--- src/rtl/mul_div_unit.sv ---
// Iterative RV32M multiply/divide unit: shift-add multiply and restoring divide,
// one bit per cycle through a single shared adder; busy stalls the core until done.
module mul_div_unit #(
  parameter int unsigned XLEN = 32
) (
  input  logic            clk,
  input  logic            rst_n,
  input  logic            start,
  input  logic [2:0]      funct3,
  input  logic [XLEN-1:0] op_a,
  input  logic [XLEN-1:0] op_b,
  input  logic            flush,
  output logic            busy,
  output logic            done,
  output logic [XLEN-1:0] result
);

  localparam int unsigned CW = $clog2(XLEN);

  typedef enum logic [1:0] {S_IDLE, S_PREP, S_CALC, S_DONE} state_t;

  state_t          r_state, w_next;
  logic [CW-1:0]   r_cnt;
  logic [2:0]      r_f3;
  logic [XLEN-1:0] r_a, r_b, r_hi, r_lo;
  logic            r_neg_q, r_neg_r;

  logic            w_is_div, w_a_signed, w_b_signed, w_a_neg, w_b_neg;
  logic [XLEN-1:0] w_mag_a, w_mag_b;
  logic            w_div_zero, w_ovf, w_fast, w_last, w_accept;
  logic [XLEN-1:0] w_fast_res;
  logic [XLEN+1:0] w_opa, w_opb, w_add;
  logic [XLEN:0]   w_acc;
  logic            w_ge;
  logic [XLEN-1:0] w_hi_n, w_lo_n, w_q, w_r, w_final;
  logic [2*XLEN-1:0] w_prod, w_prod_s;

  assign w_is_div   = r_f3[2];
  assign w_a_signed = r_f3[2] ? ~r_f3[0] : (r_f3[1:0] != 2'b11);
  assign w_b_signed = r_f3[2] ? ~r_f3[0] : ~r_f3[1];
  assign w_a_neg    = w_a_signed & r_a[XLEN-1];
  assign w_b_neg    = w_b_signed & r_b[XLEN-1];
  assign w_mag_a    = w_a_neg ? -r_a : r_a;
  assign w_mag_b    = w_b_neg ? -r_b : r_b;

  assign w_div_zero = w_is_div & (r_b == '0);
  assign w_ovf      = w_is_div & ~r_f3[0] & (r_a == {1'b1, {(XLEN-1){1'b0}}}) & (r_b == '1);
  assign w_fast     = w_div_zero | w_ovf;
  assign w_fast_res = w_div_zero ? (r_f3[1] ? r_a : '1) : (r_f3[1] ? '0 : r_a);

  assign w_last   = (r_cnt == CW'(XLEN-1));
  assign w_accept = start & ~flush;

  // One adder: hi + multiplicand for multiply, {hi,msb(lo)} - divisor for divide
  assign w_opa = w_is_div ? {1'b0, r_hi, r_lo[XLEN-1]} : {2'b00, r_hi};
  assign w_opb = {2'b00, r_b};
  assign w_add = w_opa + (w_is_div ? ~w_opb : w_opb) + (XLEN+2)'(w_is_div);

  assign w_acc = r_lo[0] ? w_add[XLEN:0] : {1'b0, r_hi};
  assign w_ge  = ~w_add[XLEN+1];

  always_comb begin
    w_hi_n = w_acc[XLEN:1];
    w_lo_n = {w_acc[0], r_lo[XLEN-1:1]};
    if (w_is_div) begin
      w_hi_n = w_ge ? w_add[XLEN-1:0] : {r_hi[XLEN-2:0], r_lo[XLEN-1]};
      w_lo_n = {r_lo[XLEN-2:0], w_ge};
    end
  end

  assign w_prod   = {w_hi_n, w_lo_n};
  assign w_prod_s = r_neg_q ? -w_prod : w_prod;
  assign w_q      = r_neg_q ? -w_lo_n : w_lo_n;
  assign w_r      = r_neg_r ? -w_hi_n : w_hi_n;

  always_comb begin
    if (w_is_div)
      w_final = r_f3[1] ? w_r : w_q;
    else if (r_f3[1:0] == 2'b00)
      w_final = w_prod_s[XLEN-1:0];
    else
      w_final = w_prod_s[2*XLEN-1:XLEN];
  end

  always_comb begin
    w_next = r_state;
    case (r_state)
      S_IDLE, S_DONE: w_next = w_accept ? S_PREP : S_IDLE;
      S_PREP:         w_next = w_fast ? S_DONE : S_CALC;
      S_CALC:         w_next = w_last ? S_DONE : S_CALC;
      default:        w_next = S_IDLE;
    endcase
    if (flush) w_next = S_IDLE;
  end

  always_ff @(posedge clk or negedge rst_n) begin
    if (!rst_n) r_state <= S_IDLE;
    else        r_state <= w_next;
  end

  assign busy = (r_state == S_PREP) || (r_state == S_CALC);
  assign done = (r_state == S_DONE);

  always_ff @(posedge clk or negedge rst_n) begin
    if (!rst_n) begin
      r_cnt   <= '0;
      r_f3    <= '0;
      r_a     <= '0;
      r_b     <= '0;
      r_hi    <= '0;
      r_lo    <= '0;
      r_neg_q <= 1'b0;
      r_neg_r <= 1'b0;
      result  <= '0;
    end else begin
      case (r_state)
        S_IDLE, S_DONE: begin
          if (w_accept) begin
            r_a  <= op_a;
            r_b  <= op_b;
            r_f3 <= funct3;
          end
        end
        S_PREP: begin
          r_hi    <= '0;
          r_lo    <= w_mag_a;
          r_b     <= w_mag_b;
          r_neg_q <= w_a_neg ^ w_b_neg;
          r_neg_r <= w_a_neg;
          r_cnt   <= '0;
          if (w_fast && !flush) result <= w_fast_res;
        end
        S_CALC: begin
          r_hi  <= w_hi_n;
          r_lo  <= w_lo_n;
          r_cnt <= r_cnt + 1'b1;
          if (w_last && !flush) result <= w_final;
        end
        default: ;
      endcase
    end
  end

endmodule

--- config.mk ---
export PLATFORM = sky130hd
export DESIGN_NAME = mul_div_unit
export DESIGN_NICKNAME = d
export VERILOG_FILES = /design/src/rtl/mul_div_unit.sv
export SDC_FILE = /design/constraint.sdc
export NUM_CORES = 1
export LEC_CHECK = 0
export ABC_AREA = 1
export BUFFER_PORTS_ARGS = -buffer_cell sky130_fd_sc_hd__buf_2
export CORE_MARGIN = 3
export CORE_UTILIZATION = 55
export DETAILED_ROUTE_END_ITERATION = 8
export GPL_TIMING_DRIVEN = 0
export PLACE_DENSITY = 0.73
export SYNTH_ARGS = -nofsm -noshare
export SYNTH_HDL_FRONTEND = slang
export SYNTH_SLANG_ARGS = --single-unit
--- constraint.sdc ---
create_clock -name clk -period 7.75 [get_ports clk]
set_input_delay 0.3875 -clock clk [delete_from_list [all_inputs] [get_ports clk]]
set_output_delay 0.3875 -clock clk [all_outputs]
set_load 0.02 [all_outputs]
---- Word level (Yosys, flattened, before mapping) ----
Cells that the tools add are included.
W data, S select, Z words.
storage, ports and cells
  bits in registers ....................... 172
  input port bits ......................... 71
  output and inout port bits .............. 34
  logic and storage cells ................. 88
cells by class
  reduce and logical (&&, ||, !) cells .... 13
  equality and inequality tests ........... 11
  muxes and demuxes ....................... 32
  bitwise operators ....................... 14
  add/subtract/negate cells ............... 8
operators with widths
  kind                    count
  $mux W32                16
  $pmux W32 S2            4
  $neg A32 Y32            4
  $mux W33                2
  $eq A32 B32 Y1 const B  2
  $mux W64                1
  $neg A64 Y64            1
  $add A33 B34 Y34        1
  $add A34 B1 Y34         1
  $mux W34                1
  $not A32 Y34            1
  $logic_not A32 Y1       1
  $pmux W5 S2             1
  $and A1 B1 Y1           7
  $ne A2 B2 Y1 const B    3
  $pmux W2 S3             1
  $reduce_and A3 Y1       2
  $add A5 B1 Y5 const B   1
  $eq A5 B5 Y1 const B    1
  $mux W1                 5
  $eq A2 B2 Y1 const B    2
  $logic_not A2 Y1        2
  $ne A2 B1 Y1 const B    2
  $not A1 Y1              4
  10 further kinds        12

---- Logic depth before layout (Yosys ltp) ----
  depth in word-level cells ............... 12
  mapped depth ............................ 41
  depth with buffers taken out ............ 36

---- Worst setup path after synthesis ----
OpenSTA, ideal clock, no wires.
  path kind ............................... register to register
  start ................................... register r_f3[2]
  end ..................................... register result[24]
  setup time .............................. 0.116 ns
  data required time ...................... 7.634 ns
  cell stages (with the launch flop) ...... 41
  buffers on the path ..................... 7
  clock period less this slack ............ 5.414 ns
  setup slack ............................. 2.336 ns
  data arrival time ....................... 5.298 ns
  cell sequence ........................... dfrtp_1 > buf_2 > buf_2 > buf_2 > buf_2 > buf_2 > buf_1 > buf_1 > o21ai_0 > ha_1 > nand2_1 > inv_1 > nand2_1 > nand2_1 > nand2_1 > nand2_1 > nand2_1 > nand3_2 > [5 not listed] > nor3_1 > nand2_1 > nor2_1 > inv_1 > nor2_1 > nand3_1 > nor3_1 > inv_1 > nor2_1 > nand3_1 > nand2_1 > nand2_1 > nand2_1 > nand2_1 > nand2_1 > nand3_1 > nand2_1 > nand2_1
between the ends
  word-level cells in the longest chain between the ends .. 11
  elaborated cells on any way between the ends .. 30
  classes of those cells .................. 5 x add/sub; 1 x eq/ne; 16 x mux; 6 x bitwise; 2 x reduce/logical
RTL lines
  what                                         RTL line  RTL
  start: declaration                           24        logic [2:0] r_f3;
  start signal: assignment                     121       r_f3 <= funct3;
  $mux W33 / $mux W34 (equally long branches)  55, 57
  $add A33 B34 Y34                             57        assign w_add = w_opa + (w_is_div ? ~w_opb : w_opb) + (XLEN+2)'(w_is_div);
  $add A34 B1 Y34                              57
  $mux W33, or another cell as far along       59        assign w_acc = r_lo[0] ? w_add[XLEN:0] : {1'b0, r_hi};
  $mux W32                                     65        if (w_is_div) begin
  $neg A64 Y64, or another cell as far along   72        assign w_prod_s = r_neg_q ? -w_prod : w_prod;
  $mux W64, or another cell as far along       72
  $mux W32, on equally long branches           79, 78
  $mux W32                                     77        if (w_is_div)
  $mux W32                                     137       if (w_last && !flush) result <= w_final;
  $pmux W32 S2                                 116       case (r_state)
  end signal: assignment                       131       if (w_fast && !flush) result <= w_fast_res;
  end signal: assignment                       137
  end: declaration                             15        output logic [XLEN-1:0] result
Several ways; a longest one is shown, not always the timed one. The select of a mux whose other input is x is not followed.
A chain may end at the register's enable or synchronous reset.

---- Worst setup path in the final report ----
  start ................................... register r_f3[2]
  end ..................................... register result[28]
The elaborated chain is that of the path after synthesis.

==> metrics.yaml <==
power:
  finalPower_uw: 7598
  leakagePower_uw: 0.009738
  combPwrFrac_pct: 69.1
  power_density_nw_per_um2: 396.2
  p_seq_share_pct: 19.5
  p_switching_uw: 4491
  ir_drop_uv: 279.8
  clkPwrFrac_pct: 11.4
  internal_power_uw: 3107
  power.share.switching_pct: 59.10
sta:
  tightest_slew_ns: 0.9798
  slew_headroom_pct: 33.99
  fin_crit_sh_pct: 97.03
  finalHoldViolCount: 0
  drv_slew: 0
  fmax_mhz: 133.0
  finalSetupViolCount: 0
  finalClockSkew_ns: 0.02198
  period_needed_ns: 7.520
  setup_ws_ns: 0.2298
placed_design:
  portBuffers: 104
  place_inst: 3460
  dp_hpwl_um: 58570
  post-place-ws_ns: -0.5700
  gp_congestion: 1.056
worst_setup_path:
  crit_slowest_cell: "dfrtp_2"
  path_class: "register to register"
  regToRegSetupSlack_ns: 0.23
  start_kind: "register"
  r2r-end: "result[28]"
  cp-startpoint: "r_f3[2]"
  critical_path.max_stage_delay_ns: 0.51
  critPathMostFrequentCell: "nand2_1"
  endpoint_kind: "register"
  reg2regPathDepth: 31
  worst_ep_arrival_time_ns: 7.87
  critPathRequiredTime_ns: 8.10
  reg2reg_from: "r_f3[2]"
  path_max_fanout: 10
yosys:
  synthTopCellsByArea: "dfrtp_1 25%, nand2_1 20%, inv_1 8.2%"
  syn-cell-area_um2: 17450
  ys_types: 44
  ys_warn_count: 0
  synthCells: 2959
  synth-main-ff-cell: "dfrtp_1"
  yosys-top-cells-count: "908 x nand2_1, 381 x inv_1, 290 x nor2_1"
  yosysSeqAreaShare_pct: 24.66
  synth_most_common_cell: "nand2_1"
  synth_seq_cells: 172
  yosys.area.top_type: "dfrtp_1"
  synthesis.nets: 3072
  syn_area_per_cell_um2: 5.898
  async_flop_share_pct: 100.0
  synth.top_cell.area_share_pct: 24.66
  synth_edf_count: 0
global_route:
  grt_pass1_wl_um: 111500
  grt_max_degree: 117
  grt_pass1_vias: 19446
  grt.total_usage_pct: 42.81
  antenna_found_initial: 0
  grt-ovfl-total: 0
drt:
  drc_errors: 0
  wl_met2_um: 30220
  vias: 21331
  ant_nets: 0
  top_layer_used: "met4"
  viasPerCell: 6.105
  wl_met1_um: 29730
  drt_pre_antenna_iters: 7
  avgRoutedWirePerCell_um: 20.88
  drtIter0Drc: 3476
  dr_wl_met3_um: 9727
  drt-total-wl_um: 72970
worst_hold_path:
  min_from: "op_a[21]"
  hold_path_end: "r_a[21]"
  holdCritPathClass: "primary input to register"
  hold-path-cell-count: 3
clocking:
  htreeDepth: 4
  cts_num_sinks: 172
  clockBufferDepth: 2
  numCtsBuffers: 17
  insertion_delay_ns: 0.48
  cts.reportedPaths.clkPinSlew_ns: 0.08
  cts-root-buf: "clkbuf_16"
  cts_tree: "built"
die:
  core_um2: 30910
  initial_core_util_pct: 56.46
  die_w_um: 184.1
  ios: 105
  fp.dieH_um: 184.1
  fp-row-count: 64
  dieArea_um2: 33900
layout:
  diodes: 0
  nets: 3199
  final_core_utilization_pct: 62.04
  instances_no_fill: 3494
  syn_to_final_growth_pct: 9.886
  drive_gt1_share_pct: 7.973
  n_fill_cell: 3062
outcome:
  status: "completed"
job:
  maxCapViolCount: 0
==> worst max path at each step <==
stage | slack (ns) | to
finish | 0.23 | result[28]
global route | -0.02 | result[18]
CTS | 0.03 | result[2]
detailed placement | -0.57 | result[2]
global placement | -0.46 | result[2]
floorplan | 2.34 | result[24]
==> area by class of cell <==
class | count | area [um^2] | area share [%]
Timing Repair Buffer | 108 | 583.1 | 3.040
Buffer | 145 | 644.4 | 3.360
Clock inverter | 13 | 137.6 | 0.7177
Inverter | 386 | 1449 | 7.555
Tap cell | 396 | 495.5 | 2.584
Clock buffer | 18 | 429.2 | 2.238
Sequential cell | 172 | 4305 | 22.45
Multi-Input combinational cell | 2256 | 11130 | 58.05
==> placed cells by master, fill, tap and decap left out, types with 4 or more instances in the layout <==
| cell type | netlist | layout |
|---|---|---|
| or2_2 | 18 | 18 |
| nand3_2 | 12 | 12 |
| nor2_2 | 13 | 13 |
| nand4_1 | 57 | 57 |
| a22oi_1 | 9 | 9 |
| o21bai_1 | 16 | 16 |
| and2_1 | 7 | 7 |
| o22ai_1 | 48 | 48 |
| xor2_1 | 101 | 97 |
| clkbuf_2 | 0 | 4 |
| nand2_2 | 6 | 6 |
| clkbuf_4 | 0 | 7 |
| o211ai_1 | 21 | 21 |
| a21oi_1 | 148 | 148 |
| xor2_2 | 0 | 4 |
| nand3_1 | 211 | 211 |
| o221ai_1 | 22 | 22 |
| ha_1 | 41 | 41 |
| buf_2 | 22 | 122 |
| xnor2_1 | 6 | 6 |
| clkbuf_16 | 0 | 17 |
| inv_1 | 381 | 381 |
| clkbuf_1 | 96 | 93 |
| buf_1 | 20 | 16 |
| nand3b_1 | 5 | 5 |
| o21ai_1 | 23 | 23 |
| buf_6 | 5 | 5 |
| inv_2 | 4 | 4 |
| dfrtp_1 | 172 | 171 |
| nor2_1 | 290 | 289 |
| nor3_1 | 33 | 33 |
| a31oi_1 | 6 | 6 |
| o21ai_2 | 4 | 6 |
| o21ai_0 | 220 | 218 |
| buf_4 | 2 | 4 |
| nor4_1 | 13 | 12 |
| nand2_1 | 908 | 908 |
==> layer usage <==
metal | up-vias | global-route usage, %
met2 | 1470 | 62.29
met4 | 0 | 17.60
met3 | 212 | 8.526
met1 | 9851 | 62.10
met5 | - | 0
li1 | 9798 | -
==> through the flow <==
step	hold WS, ns	area [um^2]	setup TNS [ns]
floorplan	0.09191	17450	0
global placement	0.4611	18470	-2.992
detailed placement	0.3485	18510	-4.180
CTS	0.1161	19090	0
global route	0.1382	19180	-0.01566
finish	0.1163	19180	0
==> critical path, delay by kind of cell, from the launching register on <==
family	cells	cell delay (ns)
AO/OA/AOI/OAI	3	0.85
XOR/XNOR	1	0.43
adder cells (fa/ha/maj)	2	0.58
buffers and inverters	10	2.84
flip-flops	1	0.51
AND/OR/NAND/NOR	15	2.17
==> registers in the layout (all words and copies together) (netlist names) <==
name / flops
r_f3: 3
r_hi: 32
result: 32
r_lo: 32
r_state: 2
r_neg_q: 1
r_neg_r: 1
r_a: 32
r_b: 32
r_cnt: 5
==> power by group through the flow <==
stage          clock network [uW]  registers, uW  logic (uW)
3_3_place_gp                    0           1460        4890
3_5_place_dp                    0           1470        4970
6_report                      868           1480        5250
2_1_floorplan                   0           1460        3370
5_1_grt                       897           1510        5690
4_1_cts                       864           1460        4990
==> cell families (layout without fill, tap and decap cells) <==
kind of cell / count (synthesis) / after routing / synth area share, %
simple gates: 1582 / 1582 / 38.27
fa+ha+maj: 42 / 42 / 3.054
buf+inv: 531 / 670 / 11.84
flops: 172 / 172 / 24.66
compound gates: 525 / 525 / 16.81
xor+xnor: 107 / 107 / 5.370
==> repair_timing <==
item | in CTS | in global routing
pin swaps | 0 | 1
endpoints found under the hold margin | 56 | 0
resized for setup | 5 | 26
setup endpoints to repair | 15 | 16
hold buffers | 1 | 0
buffers inserted | 0 | 2
No activity file was read; power rests on OpenSTA's default activity.
